`config.mk`:
```
export PLATFORM = sky130hd
export DESIGN_NAME = e_digit_streamer
export DESIGN_NICKNAME = d
export VERILOG_FILES = /design/src/rtl/e_calc_pkg.sv /design/src/rtl/mp_mul10_step.sv /design/src/rtl/e_digit_streamer.sv
export SDC_FILE = /design/constraint.sdc
export NUM_CORES = 1
export LEC_CHECK = 0
export BUFFER_PORTS_ARGS = -buffer_cell sky130_fd_sc_hd__buf_4
export CORE_MARGIN = 2
export CORE_UTILIZATION = 45
export CTS_BUF_LIST = sky130_fd_sc_hd__clkbuf_4 sky130_fd_sc_hd__clkbuf_8 sky130_fd_sc_hd__clkbuf_16
export DETAILED_ROUTE_END_ITERATION = 16
export PLACE_DENSITY = 0.69
export SYNTH_ARGS = -nofsm -noshare
export SYNTH_HDL_FRONTEND = slang
export SYNTH_SLANG_ARGS = --single-unit
```
`constraint.sdc`:
```
create_clock -name clk -period 11.2 [get_ports clk]
set_input_delay 1.12 -clock clk [delete_from_list [all_inputs] [get_ports clk]]
set_output_delay 1.12 -clock clk [all_outputs]
set_load 0.05 [all_outputs]
```
`src/rtl/e_calc_pkg.sv`:
```
// Shared constants and state type for the e_calc result streamer.
package e_calc_pkg;

   localparam int unsigned WORD_W = 16;

   localparam logic [7:0] ASCII_0   = 8'h30;
   localparam logic [7:0] ASCII_DOT = 8'h2E;
   localparam logic [7:0] ASCII_NL  = 8'h0A;
   localparam logic [7:0] ASCII_Q   = 8'h3F;

   typedef enum logic [2:0] {
      IDLE,
      LOAD,
      S_INT,
      S_DOT,
      MUL,
      S_DIG,
      S_NL,
      FIN
   } streamer_state_t;

endpackage

```
`src/rtl/mp_mul10_step.sv`:
```
// One limb of a multi-word multiply-by-ten: {carry_out, w_out} = w*10 + carry_in.
module mp_mul10_step
   import e_calc_pkg::*;
(
   input  logic [WORD_W-1:0] w,
   input  logic [3:0]        carry_in,
   output logic [WORD_W-1:0] w_out,
   output logic [3:0]        carry_out
);

   localparam int unsigned P_W = WORD_W + 4;

   logic [P_W-1:0] p;

   // Max 65535*10 + 9 fits in 20 bits, so the carry is always 0..9.
   always_comb begin
      p         = P_W'(w) * P_W'(10) + P_W'(carry_in);
      w_out     = p[WORD_W-1:0];
      carry_out = p[P_W-1:WORD_W];
   end

endmodule

```
`src/rtl/e_digit_streamer.sv`:
```
// Snapshots the fixed-point e_calc result and streams it as decimal ASCII "I.ddd...d\n".
module e_digit_streamer
   import e_calc_pkg::*;
#(
   parameter int unsigned WORDS   = 32,
   parameter int unsigned NDIGITS = 100
)(
   input  logic              clk,
   input  logic              rst_n,
   input  logic              start,
   input  logic [WORD_W-1:0] result [0:WORDS-1],
   output logic              busy,
   output logic              done,
   output logic [7:0]        tx_data,
   output logic              tx_valid,
   input  logic              tx_ready
);

   localparam int unsigned FRAC_WORDS = WORDS - 1;
   localparam int unsigned IDX_W      = (FRAC_WORDS > 1) ? $clog2(FRAC_WORDS) : 1;
   localparam int unsigned CNT_W      = $clog2(NDIGITS + 1);

   streamer_state_t   state;
   logic [WORD_W-1:0] snap [0:FRAC_WORDS-1];
   logic [IDX_W-1:0]  idx;
   logic [3:0]        carry;
   logic [CNT_W-1:0]  dcnt;
   logic [WORD_W-1:0] mul_w;
   logic [3:0]        mul_c;

   // Single shared x10 limb, walked LSW to MSW across the fraction snapshot.
   mp_mul10_step u_mul (
      .w         (snap[idx]),
      .carry_in  (carry),
      .w_out     (mul_w),
      .carry_out (mul_c)
   );

   // Control FSM; every output is a register updated on state transitions.
   always_ff @(posedge clk) begin
      if (!rst_n) begin
         state    <= IDLE;
         busy     <= 1'b0;
         done     <= 1'b0;
         tx_valid <= 1'b0;
         tx_data  <= 8'h00;
         idx      <= '0;
         carry    <= '0;
         dcnt     <= '0;
         for (int i = 0; i < int'(FRAC_WORDS); i++) snap[i] <= '0;
      end else begin
         case (state)
            IDLE: begin
               done <= 1'b0;
               if (start) begin
                  busy  <= 1'b1;
                  state <= LOAD;
               end
            end
            LOAD: begin
               for (int i = 0; i < int'(FRAC_WORDS); i++) snap[i] <= result[i];
               // Integer digit is latched into tx_data now, so it is also isolated from later changes.
               tx_data  <= (result[WORDS-1] <= WORD_W'(9)) ?
                           ASCII_0 + 8'(result[WORDS-1][3:0]) : ASCII_Q;
               tx_valid <= 1'b1;
               idx      <= '0;
               carry    <= '0;
               dcnt     <= '0;
               state    <= S_INT;
            end
            S_INT: begin
               if (tx_ready) begin
                  tx_data <= ASCII_DOT;
                  state   <= S_DOT;
               end
            end
            S_DOT: begin
               if (tx_ready) begin
                  tx_valid <= 1'b0;
                  state    <= MUL;
               end
            end
            MUL: begin
               snap[idx] <= mul_w;
               if (idx == IDX_W'(FRAC_WORDS - 1)) begin
                  idx      <= '0;
                  carry    <= '0;
                  dcnt     <= dcnt + CNT_W'(1);
                  tx_data  <= ASCII_0 + 8'(mul_c);
                  tx_valid <= 1'b1;
                  state    <= S_DIG;
               end else begin
                  idx   <= idx + IDX_W'(1);
                  carry <= mul_c;
               end
            end
            S_DIG: begin
               if (tx_ready) begin
                  if (dcnt == CNT_W'(NDIGITS)) begin
                     tx_data <= ASCII_NL;
                     state   <= S_NL;
                  end else begin
                     tx_valid <= 1'b0;
                     state    <= MUL;
                  end
               end
            end
            S_NL: begin
               if (tx_ready) begin
                  tx_valid <= 1'b0;
                  busy     <= 1'b0;
                  done     <= 1'b1;
                  state    <= FIN;
               end
            end
            FIN: begin
               done  <= 1'b0;
               state <= IDLE;
            end
            default: state <= IDLE;
         endcase
      end
   end

endmodule

```
=== Word level (Yosys, flattened, before mapping) ===
Memory sizes are Yosys's and may differ from the RTL's. A register that Yosys moved wholly into a read port is not among the register bits.
Cells that the tools add are included.
W data, S select, Z words.

* Register bits: 30
* Memory bits (writable): 496
* Input port bits: 516
* Word-level logic and storage cells: 152
* Memories: 1

{| class="wikitable"
|+ Memories
! memory !! depth !! bits a word !! rd ports !! clocked after memory_dff !! write ports !! line !! source
|-
| snap || 31 || 16 || 1 || 1 || 31 || e_digit_streamer.sv:24 || <nowiki>logic [WORD_W-1:0] snap [0:FRAC_WORDS-1];</nowiki>
|}

* Add/subtract/negate cells: 5
* Multipliers: 1
* $lt $le $gt $ge: 1
* Equality and inequality tests: 18
* Mux-type cells: 72
* Bitwise operators: 31
* Reductions and logical operators: 15

{| class="wikitable"
|+ Operators by type and width
! kind !! count
|-
| $mux W16 || 32
|-
| $mux W8 || 4
|-
| $pmux W8 S4 || 1
|-
| $or A1 B1 Y1 || 31
|-
| $pmux W3 S8 || 1
|-
| $add A20 B4 Y20 || 1
|-
| $mux W5 || 4
|-
| $mul A16 B3 Y19 const B || 1
|-
| $mux W3 || 6
|-
| $le A16 B4 Y1 const B || 1
|-
| $ne A2 B2 Y1 const B || 8
|-
| $reduce_or A16 Y1 || 1
|-
| $add A6 B4 Y7 const A || 2
|-
| $mux W1 || 14
|-
| $mux W7 || 2
|-
| $pmux W7 S2 || 1
|-
| $eq A3 B3 Y1 const B || 4
|-
| $pmux W5 S2 || 1
|-
| $reduce_and A5 Y1 || 2
|-
| $pmux W4 S2 || 1
|-
| $reduce_bool A4 Y1 || 2
|-
| $add A7 B1 Y7 const B || 1
|-
| $eq A7 B7 Y1 const B || 1
|-
| $eq A3 B2 Y1 const B || 2
|-
| other kinds (14) || 19
|}

=== Logic depth before layout (Yosys ltp) ===
* Word-level depth: 6
* Mapped depth: 19

=== By module ===
From an unflattened synthesis, not the netlist that was laid out.

* Cells, all modules: 2602
* Area, all modules: 29081.6 um^2

{| class="wikitable"
|+ Modules (own cells, without submodules)
! module !! times used !! cells an instance !! area each (um^2) !! seq. area each (um^2)
|-
| e_digit_streamer || 1 || 2441 || 27774.1 || 16035.4
|-
| mp_mul10_step || 1 || 161 || 1307.5 || 0.0
|}

=== Least setup slack after synthesis ===
Ideal clock, no wire load.

* Kind: reg2reg
* Start: reg with a tool-made name
* End: mem snap[13][15] (data pin)
* Library setup time: 267 ps
* Arrival: 5566 ps
* Data required time: 10933 ps
* Slack: 5367 ps
* Stages on the path, launching flop included: 20
* Path buffers: 4
* Period minus slack after synthesis: 5833 ps
* Cells stage by stage: dfxtp_1 buf_2 clkbuf_1 buf_1 mux4_2 mux4_2 mux2i_1 inv_1 ha_1 ha_1 fa_1 a21o_1 a221oi_1 xnor2_1 nand4_1 or3_1 nor2_1 xnor2_1 clkbuf_1 o21ai_0

{| class="wikitable"
|+ RTL lines
! item !! line
|-
| end: declaration || e_digit_streamer.sv:24
|}

==> results.tsv <==
stage	metric	value	unit
synth	synth_enable_flop_cells	512	
synth	yosysWarnings	0	
final_layout	num-fill-cells	5004	
clock_network	max-clock-path-buffers	3	
detailed_routing	drt-total-wl	103000	µm
final_layout	areaGrowthSynthToFinish	22.9	%
detailed_routing	drt_first_pass_iters	6	
synth	dominantRegCellSynth	edfxtp_1	
worst_setup_path	cp-start-kind	flip-flop	
synth	postSynth.asyncResetShare	0	
sta	min_period	7.01	ns
clock_network	post_cts.resized_instances	0	
pwr	power.clock.fraction	0.346	
sta	max-slew-margin-rel	0.0778	
sta	number_of_hold_violations_in_the_final_report	0	
sta	max_freq	0.143	GHz
detailed_routing	drc_errors	0	
min_path	timing.hold.worst_path_depth	2	
sta	slew_violations	0	
sta	max_slew.worst_pin.slew	1.38	ns
sta	final.hold.worst_slack	0.513	ns
die	core.rowCount	90	
synth	synth_common_cells	o21ai_0 (513), edfxtp_1 (512), nand2_1 (405)	
worst_setup_path	worst-endpoint-required	11.53	ns
worst_setup_path	arrival	7.34	ns
final_layout	drive_above_1_share	0.306	
synth	synth_top_cells_by_area	edfxtp_1 (56%), mux4_2 (13%), o21ai_0 (9.3%)	
clock_network	cts_setup_buffers	0	
pwr	irDropWorstVdd	0.124	mV
synth	synthesis.instances	2326	
die	die_height	252	µm
placement	place_hpwl	74500	µm
pwr	p_seq_frac	0.470	
clock_network	clock_tree.root_cell	clkbuf_16	
worst_setup_path	cp-end-kind	flip-flop	
die	die_area	63500	µm²
pwr	switching_power_share_of_the_total	0.279	
global_route	global_route_wire_length_before_repair	146000	µm
final_layout	final_core_area_utilization	0.562	
detailed_routing	drt-initial-drc-count	2739	
clock_network	cts.hold.buffers_added	0	
detailed_routing	detail_route.vias_per_cell	6.27	
worst_setup_path	critical_path_class	flip-flop to flip-flop	
worst_setup_path	ff2ff_setup_slack	4.19	ns
sta	timing.final.crit_share	0.626	
synth	post-synth-top-area-fraction	0.555	
global_route	pin_count_of_the_biggest_net_entering_global_routing	201	
detailed_routing	antenna_violating_nets_post_route	0	
global_route	vias_in_the_first_global_route	22000	
die	effective_utilization_at_floorplan	0.457	
synth	synthDominantAreaCellType	edfxtp_1	
placement	place.port_buffers	524	
job	cap_violations	0	
worst_setup_path	crit-reg2reg-capture	snap[26][13]$_DFFE_PP_	
clock_network	clock_sinks	545	
synth	synth-seq-cells	545	
synth	most_instantiated_library_cell_after_synthesis	o21ai_0	
status	result_of_the_run	finished, final reports clean	
pwr	leakagePower	12.7	nW
global_route	grt_antenna_before_repair	1	
die	design.portCount	527	
worst_setup_path	timing.reg2reg.worst_path_depth	16	
worst_setup_path	biggest_fanout_along_the_worst_timing_path	77	
die	design.core.area	60600	µm²
die	die_w	252	µm
clock_network	h_tree_levels	2	
synth	cell_area_after_synthesis	27700	µm²
clock_network	clk_latency	0.61	ns
pwr	switchingPower	0.00149	W
detailed_routing	overall_via_count_from_detail_route	22300	
min_path	worstHoldPathType	flip-flop to flip-flop	
synth	register_area_share_after_synthesis	0.579	
synth	synth_cell_type_count	57	
clock_network	clk_pin_slew_worst_paths	0.06	ns
sta	totalNegativeSetupSlack	0	ns
clock_network	cts-buffers-inserted	55	
sta	clock_skew	0.0192	ns
pwr	internal_power	0.00385	W
sta	setup_repair_after_global_routing_missed_its_margin	false	
global_route	globalRouteOverflowTotal	0	
global_route	globalRouteTotalUtil	0.318	
clock_network	tritoncts	yes	
placement	place_congestion	0.937	
detailed_routing	routedWlPerCell	29.1	µm
synth	syn-mean-instance-area	11.9	µm²
min_path	holdCritStartpoint	busy$_SDFFE_PN0P_	
min_path	hold_end	busy$_SDFFE_PN0P_	
sta	setup_viol	0	
pwr	pwr-share-comb	0.184	
pwr	power_density	157	nW/µm²
final_layout	fin_nets	3278	
-- cells in the final DEF (no fill, tap or decap), types with 11 or more instances in the layout --
master | netlist | routed
nor2_1 | 28 | 28
o21ai_0 | 513 | 513
nand3_1 | 207 | 207
nor3_1 | 11 | 11
nand2_1 | 405 | 405
mux4_2 | 160 | 160
clkbuf_4 | 0 | 23
buf_4 | 2 | 553
a21oi_1 | 18 | 18
xor2_1 | 18 | 11
dfxtp_1 | 33 | 30
clkbuf_16 | 0 | 57
inv_1 | 27 | 27
edfxtp_1 | 512 | 512
mux2_2 | 15 | 15
ha_1 | 37 | 37
-- power by group through the flow --
stage | Clock, W | Sequential (W) | Combinational, W
5_1_grt | 0.00193 | 0.00253 | 0.00103
6_report | 0.00185 | 0.00251 | 0.000981
4_1_cts | 0.00185 | 0.00251 | 0.000967
2_1_floorplan | 0 | 0.00253 | 0.000463
3_5_place_dp | 0 | 0.00256 | 0.000964
3_3_place_gp | 0 | 0.00255 | 0.000950
-- layer usage --
layer	up-vias	wire length, µm	GRT usage
li1	9550	-	-
met1	11100	37500	0.403
met2	1396	50400	0.524
met3	230	9560	0.0600
met4	2	5810	0.161
met5	-	13	0
-- critical path, cell delays in order, from the launching register on --
cell	delay, ns
dfxtp_4	0.90
buf_12	0.37
mux4_2	0.46
mux4_2	0.51
mux2_2	0.31
ha_1	0.29
ha_1	0.22
fa_1	0.46
xor2_1	0.38
o2111ai_1	0.28
nor3b_1	0.34
nand4_1	0.28
or3_1	0.51
nor2_1	0.19
xnor2_2	0.31
buf_4	0.41
o21ai_0	0.19
-- state kept, by name (all words and copies together) (netlist names), named ones only --
signal / cells
busy: 1
carry: 4
dcnt: 7
done: 1
idx: 5
snap: 512
state: 3
tx_data: 6
tx_valid: 1
-- how the worst max path moves through the flow --
| stage | slack (ns) | endpoint |
|---|---|---|
| 2_1_floorplan | 5.37 | snap[13][15]$_DFFE_PP_ |
| 3_3_place_gp | 4.38 | snap[30][15]$_DFFE_PP_ |
| 3_5_place_dp | 4.28 | snap[17][13]$_DFFE_PP_ |
| 4_1_cts | 4.25 | snap[26][13]$_DFFE_PP_ |
| 5_1_grt | 3.84 | snap[15][15]$_DFFE_PP_ |
| 6_report | 4.19 | snap[26][13]$_DFFE_PP_ |
-- area by class of cell --
| cell class | instances | area, µm² | share of cell area |
|---|---|---|---|
| flip-flops and latches | 545 | 16000 | 0.472 |
| multi-input cells | 1537 | 10900 | 0.320 |
| repair buffers | 557 | 4220 | 0.124 |
| clock buffers | 82 | 1630 | 0.0478 |
| well taps | 782 | 978 | 0.0288 |
| clock inverters | 21 | 169 | 0.00496 |
| inverters | 27 | 101 | 0.00298 |
| diodes | 1 | 2.50 | 0.0000735 |
-- through the flow --
stage | cell area (µm²) | power (W) | instances | worst slack [ns]
global placement | 32200 | 0.00350 | 3448 | 4.38
CTS | 34000 | 0.00533 | 3551 | 4.25
floorplan | 27700 | 0.00299 | 2327 | 5.37
finish | 34000 | 0.00534 | 3552 | 4.19
global route | 34000 | 0.00548 | 3551 | 3.84
detailed placement | 32200 | 0.00352 | 3448 | 4.28
-- kinds of logic after synthesis --
| group | share of synthesized area |
|---|---|
| adder cells (fa/ha/maj) | 0.0182 |
| multiplexers | 0.137 |
| other | 0.000135 |
| flip-flops | 0.579 |
| AND/OR/NAND/NOR | 0.112 |
| buffers and inverters | 0.0338 |
| XOR/XNOR | 0.0101 |
| AO/OA/AOI/OAI | 0.110 |
Power figures use the tool's default switching activity.
